File: config.mk
export PLATFORM = sky130hd
export DESIGN_NAME = mm_block_reader
export DESIGN_NICKNAME = d
export VERILOG_FILES = /design/src/rtl/mm_block_reader.sv
export SDC_FILE = /design/constraint.sdc
export NUM_CORES = 1
export LEC_CHECK = 0
export ABC_AREA = 1
export CAP_MARGIN = 25
export CORE_MARGIN = 2
export CORE_UTILIZATION = 35
export CTS_CLUSTER_DIAMETER = 150
export DETAILED_ROUTE_END_ITERATION = 10
export GPL_ROUTABILITY_DRIVEN = 0
export HOLD_SLACK_MARGIN = 0.02
export SLEW_MARGIN = 5
export SYNTH_ARGS = -nofsm -noshare
export SYNTH_HDL_FRONTEND = slang
export SYNTH_SLANG_ARGS = --single-unit
File: constraint.sdc
create_clock -name Clk -period 9.57 [get_ports Clk]
set_clock_uncertainty 0.05 [all_clocks]
set_input_delay 1.914 -clock Clk [delete_from_list [all_inputs] [get_ports Clk]]
set_output_delay 1.914 -clock Clk [all_outputs]
set_load 0.02 [all_outputs]
File: src/rtl/mm_block_reader.sv
// mm_block_reader: Avalon-MM pipelined read master that fetches a block of
// consecutive words into a show-ahead FIFO and streams them out (valid/ready).
// Ports: Clk, Reset (async, active-low); Start/Base_Address/Length request;
//   Busy/Done status; Avalon_* read master (ChipEnable, Address, ByteEnable,
//   Read, Write, WriteData, WaitRequest, ReadData, ReadDataValid);
//   Stream_Data/Stream_Valid/Stream_Ready output stream.
// Optional: define MM_READ_CHECKSUM_EN to add the Checksum output, a running
//   modulo-2^DATA_WIDTH sum of all words delivered on the stream.
module mm_block_reader #(
    parameter int ADDR_WIDTH = 25,
    parameter int DATA_WIDTH = 16,
    parameter int LEN_WIDTH  = 13,
    parameter int FIFO_DEPTH = 16
) (
    input  logic                  Clk,
    input  logic                  Reset,
    input  logic                  Start,
    input  logic [ADDR_WIDTH-1:0] Base_Address,
    input  logic [LEN_WIDTH-1:0]  Length,
    output logic                  Busy,
    output logic                  Done,
    output logic                  Avalon_ChipEnable,
    output logic [ADDR_WIDTH-1:0] Avalon_Address,
    output logic [1:0]            Avalon_ByteEnable,
    output logic                  Avalon_Read,
    output logic                  Avalon_Write,
    output logic [DATA_WIDTH-1:0] Avalon_WriteData,
    input  logic                  Avalon_WaitRequest,
    input  logic [DATA_WIDTH-1:0] Avalon_ReadData,
    input  logic                  Avalon_ReadDataValid,
    output logic [DATA_WIDTH-1:0] Stream_Data,
    output logic                  Stream_Valid,
    input  logic                  Stream_Ready
`ifdef MM_READ_CHECKSUM_EN
    ,
    output logic [DATA_WIDTH-1:0] Checksum
`endif
);

    localparam int PW = $clog2(FIFO_DEPTH);
    localparam int CW = PW + 1;
    localparam logic [CW:0] DEPTH_C = (CW+1)'(FIFO_DEPTH);

    typedef enum logic [1:0] {IDLE, READ, DRAIN, DONE} state_t;

    state_t                state_q, state_d;
    logic [ADDR_WIDTH-1:0] addr_q, addr_d;
    logic [LEN_WIDTH-1:0]  len_q, len_d;
    logic [LEN_WIDTH-1:0]  issued_q, issued_d;
    logic                  read_q, read_d;
    logic [CW-1:0]         pend_q, pend_d;
    logic [CW-1:0]         cnt_q, cnt_d;
    logic [PW-1:0]         wptr_q, wptr_d;
    logic [PW-1:0]         rptr_q, rptr_d;
    logic [DATA_WIDTH-1:0] mem_q [FIFO_DEPTH];

    logic        accept;
    logic        ret;
    logic        pop;
    logic [CW:0] credit;

    always_comb begin
        accept   = read_q && !Avalon_WaitRequest;
        // A return with nothing outstanding is stale and is dropped.
        ret      = Avalon_ReadDataValid && (pend_q != '0);
        pop      = (cnt_q != '0) && Stream_Ready;
        pend_d   = pend_q + CW'(accept) - CW'(ret);
        cnt_d    = cnt_q + CW'(ret) - CW'(pop);
        wptr_d   = wptr_q + PW'(ret);
        rptr_d   = rptr_q + PW'(pop);
        state_d  = state_q;
        addr_d   = addr_q;
        len_d    = len_q;
        issued_d = issued_q;
        if (accept) begin
            addr_d   = addr_q + ADDR_WIDTH'(1);
            issued_d = issued_q + LEN_WIDTH'(1);
        end
        unique case (state_q)
            IDLE: begin
                if (Start) begin
                    addr_d   = Base_Address;
                    len_d    = Length;
                    issued_d = '0;
                    state_d  = (Length == '0) ? DONE : READ;
                end
            end
            READ: begin
                if (accept && issued_d == len_q) begin
                    state_d = DRAIN;
                end
            end
            DRAIN: begin
                if (pend_q == '0 && cnt_q == '0 && !Avalon_ReadDataValid) begin
                    state_d = DONE;
                end
            end
            DONE:    state_d = IDLE;
            default: state_d = IDLE;
        endcase
        // Outstanding reads plus buffered words must leave room for one more.
        credit = {1'b0, pend_d} + {1'b0, cnt_d};
        if (read_q && Avalon_WaitRequest) begin
            read_d = 1'b1;
        end else begin
            read_d = (state_d == READ) && (credit < DEPTH_C) &&
                     (issued_d < len_d);
        end
    end

    always_ff @(posedge Clk or negedge Reset) begin
        if (!Reset) begin
            state_q  <= IDLE;
            addr_q   <= '0;
            len_q    <= '0;
            issued_q <= '0;
            read_q   <= 1'b0;
            pend_q   <= '0;
            cnt_q    <= '0;
            wptr_q   <= '0;
            rptr_q   <= '0;
        end else begin
            state_q  <= state_d;
            addr_q   <= addr_d;
            len_q    <= len_d;
            issued_q <= issued_d;
            read_q   <= read_d;
            pend_q   <= pend_d;
            cnt_q    <= cnt_d;
            wptr_q   <= wptr_d;
            rptr_q   <= rptr_d;
        end
    end

    // Storage needs no reset; occupancy is tracked by the pointers.
    always_ff @(posedge Clk) begin
        if (ret) begin
            mem_q[wptr_q] <= Avalon_ReadData;
        end
    end

`ifdef MM_READ_CHECKSUM_EN
    logic [DATA_WIDTH-1:0] sum_q, sum_d;

    always_comb begin
        sum_d = sum_q;
        if (state_q == IDLE && Start) begin
            sum_d = '0;
        end else if (pop) begin
            sum_d = sum_q + Stream_Data;
        end
    end

    always_ff @(posedge Clk or negedge Reset) begin
        if (!Reset) begin
            sum_q <= '0;
        end else begin
            sum_q <= sum_d;
        end
    end

    assign Checksum = sum_q;
`endif

    assign Busy              = (state_q == READ) || (state_q == DRAIN);
    assign Done              = (state_q == DONE);
    assign Avalon_ChipEnable = 1'b1;
    assign Avalon_Address    = addr_q;
    assign Avalon_ByteEnable = 2'b11;
    assign Avalon_Read       = read_q;
    assign Avalon_Write      = 1'b0;
    assign Avalon_WriteData  = '0;
    assign Stream_Data       = mem_q[rptr_q];
    assign Stream_Valid      = (cnt_q != '0);

endmodule

==> results of run 1 <==
worst min-delay path: stages (launching register included):
cell and delay (ps):
dfrtp_1 350, nor2_1 50, nor2_1 80
registers in the layout, summed over array words and instances, names as in the netlist:
name            count
mem_q             256
Avalon_Address     25
issued_q           13
len_q              13
cnt_q               5
pend_q              5
rptr_q              4
wptr_q              4
state_q             2
Avalon_Read         1
layer usage:
metal  vias up  global-route usage (%)
met1      4967                   23.30
li1       4840                       -
met2       318                   27.79
met3        46                   2.823
met5         -                       0
met4         0                   4.068
cells by family after synthesis:
logic type | count (synthesis) | synth area share (%)
other | 2 | 0.05150
adder cells (fa/ha/maj) | 37 | 3.278
AO/OA/AOI/OAI | 255 | 9.859
buffers and inverters | 174 | 5.028
XOR/XNOR | 33 | 2.085
flip-flops | 328 | 65.07
AND/OR/NAND/NOR | 499 | 14.56
multiplexers | 1 | 0.06864
per-stage QoR:
step / worst slack [ps] / cell area (um2) / power, mW
2_1_floorplan: 5148 / 14650 / 3.170
4_1_cts: 3473 / 17450 / 5.373
3_5_place_dp: 4035 / 16230 / 3.933
6_report: 3634 / 17490 / 5.331
3_3_place_gp: 4145 / 16200 / 3.899
5_1_grt: 3445 / 17490 / 5.667
power by group through the flow:
| stage | sequential (mW) | combinational (mW) | clock, mW |
|---|---|---|---|
| 5_1_grt | 1.96 | 2.19 | 1.52 |
| 2_1_floorplan | 1.97 | 1.20 | 0 |
| 6_report | 1.93 | 1.97 | 1.43 |
| 3_5_place_dp | 1.96 | 1.98 | 0 |
| 4_1_cts | 1.93 | 1.98 | 1.46 |
| 3_3_place_gp | 1.95 | 1.95 | 0 |
area by class of cell:
class | instances | area, um2 | share of cell area (%)
Timing Repair Buffer | 131 | 1289 | 7.367
Inverter | 96 | 361.6 | 2.067
Tap cell | 532 | 665.6 | 3.805
Clock inverter | 26 | 294.0 | 1.681
Multi-Input combinational cell | 845 | 4468 | 25.54
Sequential cell | 328 | 9493 | 54.27
Clock buffer | 39 | 922.1 | 5.271
worst max path at each step:
stage | from | end | slack (ps) | cells past startpoint
5_1_grt | rptr_q[2]$_DFF_PN0_ | Stream_Data[11] | 3440 | 8
2_1_floorplan | Avalon_WaitRequest | Avalon_Read$_DFF_PN0_ | 5150 | 18
3_5_place_dp | rptr_q[0]$_DFF_PN0_ | Stream_Data[4] | 4040 | 7
6_report | rptr_q[2]$_DFF_PN0_ | Stream_Data[11] | 3630 | 8
4_1_cts | rptr_q[0]$_DFF_PN0_ | Stream_Data[4] | 3470 | 7
3_3_place_gp | rptr_q[0]$_DFF_PN0_ | Stream_Data[14] | 4140 | 7
placed cells by master (no fill, tap or decap), drive strengths merged, types with 2 or more instances in the layout:
cell | synthesis | layout
a21oi | 73 | 73
a221oi | 21 | 21
buf | 24 | 28
bufinv | 0 | 6
clkbuf | 54 | 39
clkdlybuf4s50 | 0 | 103
clkinv | 0 | 18
clkinvlp | 0 | 2
conb | 2 | 20
dfrtp | 72 | 72
edfxtp | 256 | 256
fa | 2 | 2
ha | 35 | 35
inv | 96 | 96
nand2 | 257 | 257
nand3 | 59 | 59
nand4 | 22 | 22
nor2 | 141 | 141
nor3 | 8 | 8
nor4 | 5 | 5
o21ai | 122 | 122
o221ai | 11 | 11
o22ai | 23 | 23
or2 | 2 | 2
xnor2 | 10 | 10
xor2 | 22 | 22
==> qor.txt, run 1 <==
Via count: 10,170
Slew HR: 28.54%
RR Startpoint: cnt_q[3]$_DFF_PN0_
Switch share: 36.97%
Most common library cells after synthesis: 256 x edfxtp_1, 254 x nand2_1, 133 x nor2_1, 118 x o21ai_0, 91 x inv_1
Fin nets: 1,535
Final min period: 5936 ps
Worst path bufs/invs: 3
Post-Synthesis Cells: 1,329
Routed WL per cell: 18.32 um
Largest net degree at the start of global routing: 82
Vias in the first global route: 9,960
Synth Register Bits: 328
Reg2Reg Setup Slack: 5710 ps
Crit-path max FO: 21
RSZ-0062 raised after global routing: no
Synth area leaders: edfxtp_1 53%, dfrtp_1 12%, nand2_1 6.5%
Final setup fails: 0
Top cell family by delay on the critical path: buffers and inverters
Post-Syn Area: 14,580 um2
Worst path required time: 7610 ps
Asr flop ratio synth: 21.95%
Yosys top cell area share: 52.72%
Post-DR vias/cell: 5.093
VDD IR-drop max: 0.1792 mV
Power Density: 304.7 nW/um2
Net switching power: 1.971 mW
Total track usage: 16.87%
H-Tree Level Count: 2
Detail Placement HPWL: 22,430 um
Iteration-0 DRC Markers: 739
Die footprint: 43,310 um2
Max-slew violation count: 0
Pleak: 6.603 nW
WL met3: 2241 um
Worst setup EP type: output pin
CTS tree: done
DR pass1 iterations: 5
Routed Antenna Nets: 0
Core ar.: 41,020 um2
Hold EP: wptr_q[0]$_DFF_PN0_
Hold Crit Start: wptr_q[0]$_DFF_PN0_
DRC viols: 0
RR Endpoint: Avalon_Read$_DFF_PN0_
WHS Path Cells: 2
Die X: 208.1 um
I/O pins: 125
Max stage delay on crit path: 770 ps
Longest Clk Path Bufs: 3
Sequential share of the synthesized area: 65.07%
Final hold viol count: 0
Run status: completed
Max-cap violations: 0
Top-count cell post-synth: edfxtp_1
Wire length of the first global-routing pass: 57,280 um
Setup Buffers After CTS: 0
Post-synth top area cell: edfxtp_1
Arrival time at the worst endpoint: 3970 ps
Diodes inserted: 0
Setup TNS: 0 ps
Clock Latency Late Sink: 510 ps
Dpl cells: 1,930
Most used DFF post-synth: edfxtp_1
Yosys Warn Count: 0
CP max stage cell: nor2_1
Initial antenna violation count: 0
F_max: 168.5 MHz
Post-synth EDFFs: 256
Mean area per synthesized cell: 10.97 um2
Crit path kind: reg -> out
Post-layout util: 42.65%
Die Y: 208.1 um
R2R depth: 23
Hold-fix buffers, CTS: 0
Crit path cell chain: inv_1 > nor2_1 > inv_1 > a21oi_1 > a221oi_1 > o21ai_0 > nand2_1 > clkdlybuf4s50_1
WL final: 36,580 um
Top sig layer: met4
Clock power share: 26.8%
Hold_ws: 469.6 ps
CTS Buf Count: 36
Final worst path period share: 62.03%
Critical path startpoint category: register
Worst-Margin Slew: 1071 ps
Combinational share of power: 37.0%
Initial core utilization: 35.55%
CTS sink count: 328
Cts repair resizes: 0
Seq pwr share: 36.2%
Hold Crit Class: reg -> reg
Non-Filler Instances: 1,997
GR Overflow Total: 0
Standard-cell row count: 74
CTS clock-pin slew for the worst setup and hold paths: 60 ps
Fill cells: 3,914
IO buf count: 104
Metal1 wirelength: 16,450 um
Crit path top cell by count: inv_1
WL met2: 17,300 um
Synth unique cells: 43
Share of cells above drive strength 1: 8.328%
Area growth syn-to-layout: 19.96%
Root Buffer Master: clkbuf_16
Pint: 3.360 mW
Power figures use the tool's default switching activity.
==> inputs of run 2 (changes only) <==
- clock period: 9.57 -> 5.7 ns (I/O delays scaled with it)
==> run 2 against run 1 <==
Clock power grew 78%. Design area grew 0.70%. Via count grew 0.15%. Critical path depth down 1. Flip-flop and latch count unchanged. Combinational power rose by 70%. Power increased by 72%. Cell count increased by 0.20%. Wire length is 1.1% higher. Register-to-register slack worse by 3700 ps. Core utilization grew 0.30 points.
==> qor.txt, run 2 (synthesis results as in run 1) <==
Critical path startpoint category: register
Power Total: 9.148 mW (+72%)
Setup Buffers After CTS: 0 (unchanged)
CTS Buf Count: 36 (unchanged)
Post-DR vias/cell: 5.090 (about the same)
Worst setup EP type: output pin
Arrival time at the worst endpoint: 3770 ps (-200 ps)
RSZ-0062 raised after global routing: no
Wire length of the first global-routing pass: 58,080 um (+1.4%)
Final worst path period share: 87.01%
Initial antenna violation count: 0 (unchanged)
Top reg by flops: mem_q
Via count: 10,190 (+0.15%)
Final setup fails: 0 (unchanged)
F_max: 201.6 MHz
Most common cell after layout, fill and taps aside: edfxtp_1
Detail Placement HPWL: 23,110 um (+3.0%)
Slew HR: 26.54% (-2.0 points)
Run status: completed
Final hold viol count: 0 (unchanged)
Crit path kind: reg -> out
IO buf count: 104 (unchanged)
Metal1 wirelength: 16,610 um (+1.0%)
CTS clock-pin slew for the worst setup and hold paths: 60 ps (about the same)
Power Density: 519.3 nW/um2 (+70%)
Most frequent cells in the layout: 256 x edfxtp_1, 254 x nand2_1, 118 x o21ai_0
WL met2: 17,720 um (+2.4%)
Root Buffer Master: clkbuf_16
Setup TNS: 0 ps (unchanged)
Core ar.: 41,020 um2 (unchanged)
I/O pins: 125 (unchanged)
WL final: 36,980 um (+1.1%)
Fin nets: 1,538 (+0.20%)
Initial core utilization: 35.55% (unchanged)
Final min period: 4960 ps
Top sig layer: met4
Die X: 208.1 um (unchanged)
GR Overflow Total: 0 (unchanged)
Routed WL per cell: 18.48 um (+0.88%)
Placed Area: 16,300 um2 (+0.43%)
Longest Clk Path Bufs: 3 (unchanged)
Share of cells above drive strength 1: 8.441% (+0.11 points)
DRC viols: 0 (unchanged)
WL met3: 1857 um (-17%)
DR pass1 iterations: 5 (unchanged)
Crit-path max FO: 21 (unchanged)
Die footprint: 43,310 um2 (unchanged)
CTS tree: done
VDD IR-drop max: 0.3288 mV (+84%)
Cts repair resizes: 0 (unchanged)
Fin worst setup slack: 740.2 ps (-2894 ps)
Dpl ws: 1164 ps (-2871 ps)
Diodes inserted: 0 (unchanged)
Vias in the first global route: 10,280 (+3.2%)
Hold-fix buffers, CTS: 0 (unchanged)
Total track usage: 17.08% (+0.22 points)
Routed Antenna Nets: 0 (unchanged)
H-Tree Level Count: 2 (unchanged)
Max-cap violations: 0 (unchanged)
Worst-Margin Slew: 1102 ps (+31.21 ps)
Worst path required time: 4510 ps (-3100 ps)
Clock Latency Late Sink: 520 ps (about the same)
Die Y: 208.1 um (unchanged)
Iteration-0 DRC Markers: 634 (-14%)
Standard-cell row count: 74 (unchanged)
Area growth syn-to-layout: 20.80%
Hold Crit Class: in -> async
CTS sink count: 328 (unchanged)
Pleak: 6.651 nW (+0.72%)
Final instance area: 17,620 um2 (+0.70%)
Max-slew violation count: 0 (unchanged)
Max reg flops: 256 (unchanged)
Largest net degree at the start of global routing: 73 (-11%)
run 2: worst paths after layout:
path	end	slack, ps	cells past startpoint	from
min reg2reg	wptr_q[2]$_DFF_PN0_	460	1	wptr_q[2]$_DFF_PN0_
max	Stream_Data[5]	740	7	rptr_q[1]$_DFF_PN0_
max reg2reg	Avalon_Read$_DFF_PN0_	2040	23	cnt_q[2]$_DFF_PN0_
max in group asynchronous	rptr_q[0]$_DFF_PN0_	4600	2	Reset
min in group Clk	wptr_q[2]$_DFF_PN0_	460	1	wptr_q[2]$_DFF_PN0_
min	len_q[9]$_DFF_PN0_	410	1	Reset
run 2: per-layer routing:
| metal | global-route usage [%] | up-vias |
|---|---|---|
| met3 | 2.732 | 61 |
| met1 | 23.33 | 4982 |
| li1 | - | 4860 |
| met2 | 28.21 | 283 |
| met4 | 4.912 | 0 |
| met5 | 0 | - |
run 2: critical path, cell delays in order (launching register included):
cell	delay (ps)
dfrtp_1	990
nor2_1	150
inv_1	710
a21oi_1	120
a221oi_1	330
o21ai_0	180
nand2_1	110
clkdlybuf4s50_1	630
run 2: where the power goes:
| group | switching [mW] | internal (mW) | total (mW) |
|---|---|---|---|
| registers | 0.295 | 2.98 | 3.27 |
| clock network | 0.965 | 1.57 | 2.54 |
| logic | 2.10 | 1.24 | 3.34 |
run 2: cell type report:
| cell class | instances | area, um2 |
|---|---|---|
| inverter | 96 | 361.6 |
| multi-input combinational | 845 | 4468 |
| clock inverter | 17 | 319.1 |
| sequential | 328 | 9493 |
| tap | 532 | 665.6 |
| timing repair buffer | 134 | 1339 |
| clock buffer | 49 | 969.7 |
| fill | 3852 | 23400 |
run 2: per-stage QoR:
stage          hold slack (ps)  util (%)  std cells
3_3_place_gp             433.2     39.56       1930
6_report                 411.1     42.95       2001
5_1_grt                  404.7     42.95       2001
3_5_place_dp             454.0     39.74       1934
2_1_floorplan            416.2         -       1347
4_1_cts                  464.2     42.88       2000
==> inputs of run 3 (changes only) <==
- CORE_UTILIZATION: 35 -> 58
- PLACE_DENSITY: default -> 0.8
==> run 3 against run 2 <==
Critical path depth grew 1. Fmax is 2.5% lower. Via count up 2.8%. Critical path type unchanged.
==> qor.txt, run 3 (synthesis results as in run 1) <==
Clock Latency Late Sink: 510 ps (about the same)
Crit path top cell by count: inv_1
WL final: 34,430 um (-6.9%)
Initial core utilization: 58.42% (+23 points)
Most frequent cells in the layout: 256 x edfxtp_1, 254 x nand2_1, 127 x nor2_1
Routed Antenna Nets: 0 (unchanged)
Final hold viol count: 0 (unchanged)
Most common cell after layout, fill and taps aside: edfxtp_1
Hold Crit Class: in -> async
Run status: completed
Share of cells above drive strength 1: 7.045% (-1.4 points)
Hold-fix buffers, CTS: 0 (unchanged)
Dpl cells: 1,729 (-11%)
Die Y: 162.6 um (-22%)
Root Buffer Master: clkbuf_16
Worst path bufs/invs: 3 (+1)
F_max: 196.5 MHz (-2.5%)
Post-DR vias/cell: 5.845 (+15%)
Setup TNS: 0 ps (unchanged)
CTS sink count: 328 (unchanged)
Critical path depth: 8 (+1)
Longest Clk Path Bufs: 3 (unchanged)
I/O pins: 125 (unchanged)
Detail Placement HPWL: 20,830 um (-9.9%)
Crit path kind: reg -> out
Top cell family by delay on the critical path: buffers and inverters
Clock power share: 24.6% (-3.1 points)
Placed Area: 15,980 um2 (-2.0%)
Top reg by flops: mem_q
DRC viols: 0 (unchanged)
Pint: 5.447 mW (-5.9%)
Dpl ws: 1131 ps (-33.81 ps)
CP max stage cell: nor2_1
Final setup fails: 0 (unchanged)
Largest net degree at the start of global routing: 85 (+16%)
Pleak: 6.539 nW (-1.7%)
Standard-cell row count: 58 (-22%)
Critical path startpoint category: register
Initial antenna violation count: 0 (unchanged)
Die X: 162.6 um (-22%)
Die footprint: 26,430 um2 (-39%)
DR pass1 iterations: 5 (unchanged)
Final instance area: 17,080 um2 (-3.0%)
CTS tree: done
Total track usage: 26.36% (+9.3 points)
Max-cap violations: 0 (unchanged)
Max stage delay on crit path: 830 ps (-160 ps)
H-Tree Level Count: 2 (unchanged)
RSZ-0062 raised after global routing: no
Max reg flops: 256 (unchanged)
Power Density: 509.1 nW/um2 (-2.0%)
Diodes inserted: 0 (unchanged)
Combinational share of power: 38.1% (+1.6 points)
CTS clock-pin slew for the worst setup and hold paths: 60 ps (about the same)
Max-slew violation count: 0 (unchanged)
CTS Buf Count: 35 (-2.8%)
Arrival time at the worst endpoint: 3900 ps (+130 ps)
Iteration-0 DRC Markers: 1,026 (+62%)
Fin worst setup slack: 610.7 ps (-129.5 ps)
Worst path required time: 4510 ps (about the same)
Hold_ws: 381.4 ps (-29.76 ps)
Wire length of the first global-routing pass: 53,720 um (-7.5%)
Seq pwr share: 37.3% (+1.5 points)
Worst setup EP type: output pin
Via count: 10,480 (+2.8%)
Fin nets: 1,534 (-0.26%)
Area growth syn-to-layout: 17.14%
Net switching power: 3.249 mW (-3.3%)
Switch share: 37.36% (+0.62 points)
Cts repair resizes: 0 (unchanged)
Slew HR: 35.49% (+9.0 points)
IO buf count: 104 (unchanged)
Non-Filler Instances: 1,792 (-10%)
VDD IR-drop max: 0.3227 mV (-1.9%)
Core ar.: 24,960 um2 (-39%)
Crit path cell chain: inv_1 > nor2_1 > inv_1 > a21oi_1 > a221oi_1 > o21ai_0 > nand2_1 > clkdlybuf4s50_1
Final worst path period share: 89.29% (+2.3 points)
GR Overflow Total: 0 (unchanged)
Crit-path max FO: 21 (unchanged)
Vias in the first global route: 10,220 (-0.55%)
Worst-Margin Slew: 964.1 ps (-137.8 ps)
Routed WL per cell: 19.21 um (+4.0%)
Setup Buffers After CTS: 0 (unchanged)
R2R depth: 23 (unchanged)
Final min period: 5089 ps (+129.5 ps)
-- run 3: cell count changes in the layout (fill, tap and decap cells not counted), sizes merged --
cell | previous run | this run
clkinv | 6 | 13
bufinv | 8 | 2
buf | 31 | 28
clkbuf | 49 | 46
clkinvlp | 2 | 1
inv | 97 | 96
-- run 3: layout make-up --
class,instances,area [um2]
Clock buffer,46,938.4
Clock inverter,16,140.1
Fill cell,1754,7881
Inverter,96,361.6
Multi-Input combinational cell,845,4443
Sequential cell,328,9493
Tap cell,330,412.9
Timing Repair Buffer,131,1294
-- run 3: routing by layer --
layer,global-route usage [%],vias to the layer above,routed length (um)
li1,-,4835,-
met1,35.20,5054,13840
met2,43.71,497,16700
met3,4.660,89,2808
met4,9.976,0,1082
met5,0,-,0
-- run 3: worst paths after layout --
kind | start | to | slack [ps]
setup reg to reg | cnt_q[3]$_DFF_PN0_ | Avalon_Read$_DFF_PN0_ | 1910
setup / recovery | rptr_q[2]$_DFF_PN0_ | Stream_Data[12] | 610
hold / removal | Reset | Avalon_Address[6]$_DFF_PN0_ | 380
hold reg to reg | cnt_q[0]$_DFF_PN0_ | cnt_q[0]$_DFF_PN0_ | 480
max in group asynchronous | Reset | rptr_q[0]$_DFF_PN0_ | 4640
min in group Clk | cnt_q[0]$_DFF_PN0_ | cnt_q[0]$_DFF_PN0_ | 480
-- run 3: through the flow --
stage          power [mW]  utilization (%)
2_1_floorplan       5.322                -
3_3_place_gp        6.438            63.89
3_5_place_dp        6.553            64.00
4_1_cts             8.705            68.32
5_1_grt             9.195            68.43
6_report            8.697            68.43
-- run 3: power by group through the flow --
stage	logic [mW]	clock network (mW)	registers [mW]
after floorplan	2.01	0	3.31
after global placement	3.16	0	3.27
after detailed placement	3.27	0	3.28
after CTS	3.30	2.16	3.24
after global routing	3.65	2.26	3.29
final	3.31	2.14	3.25
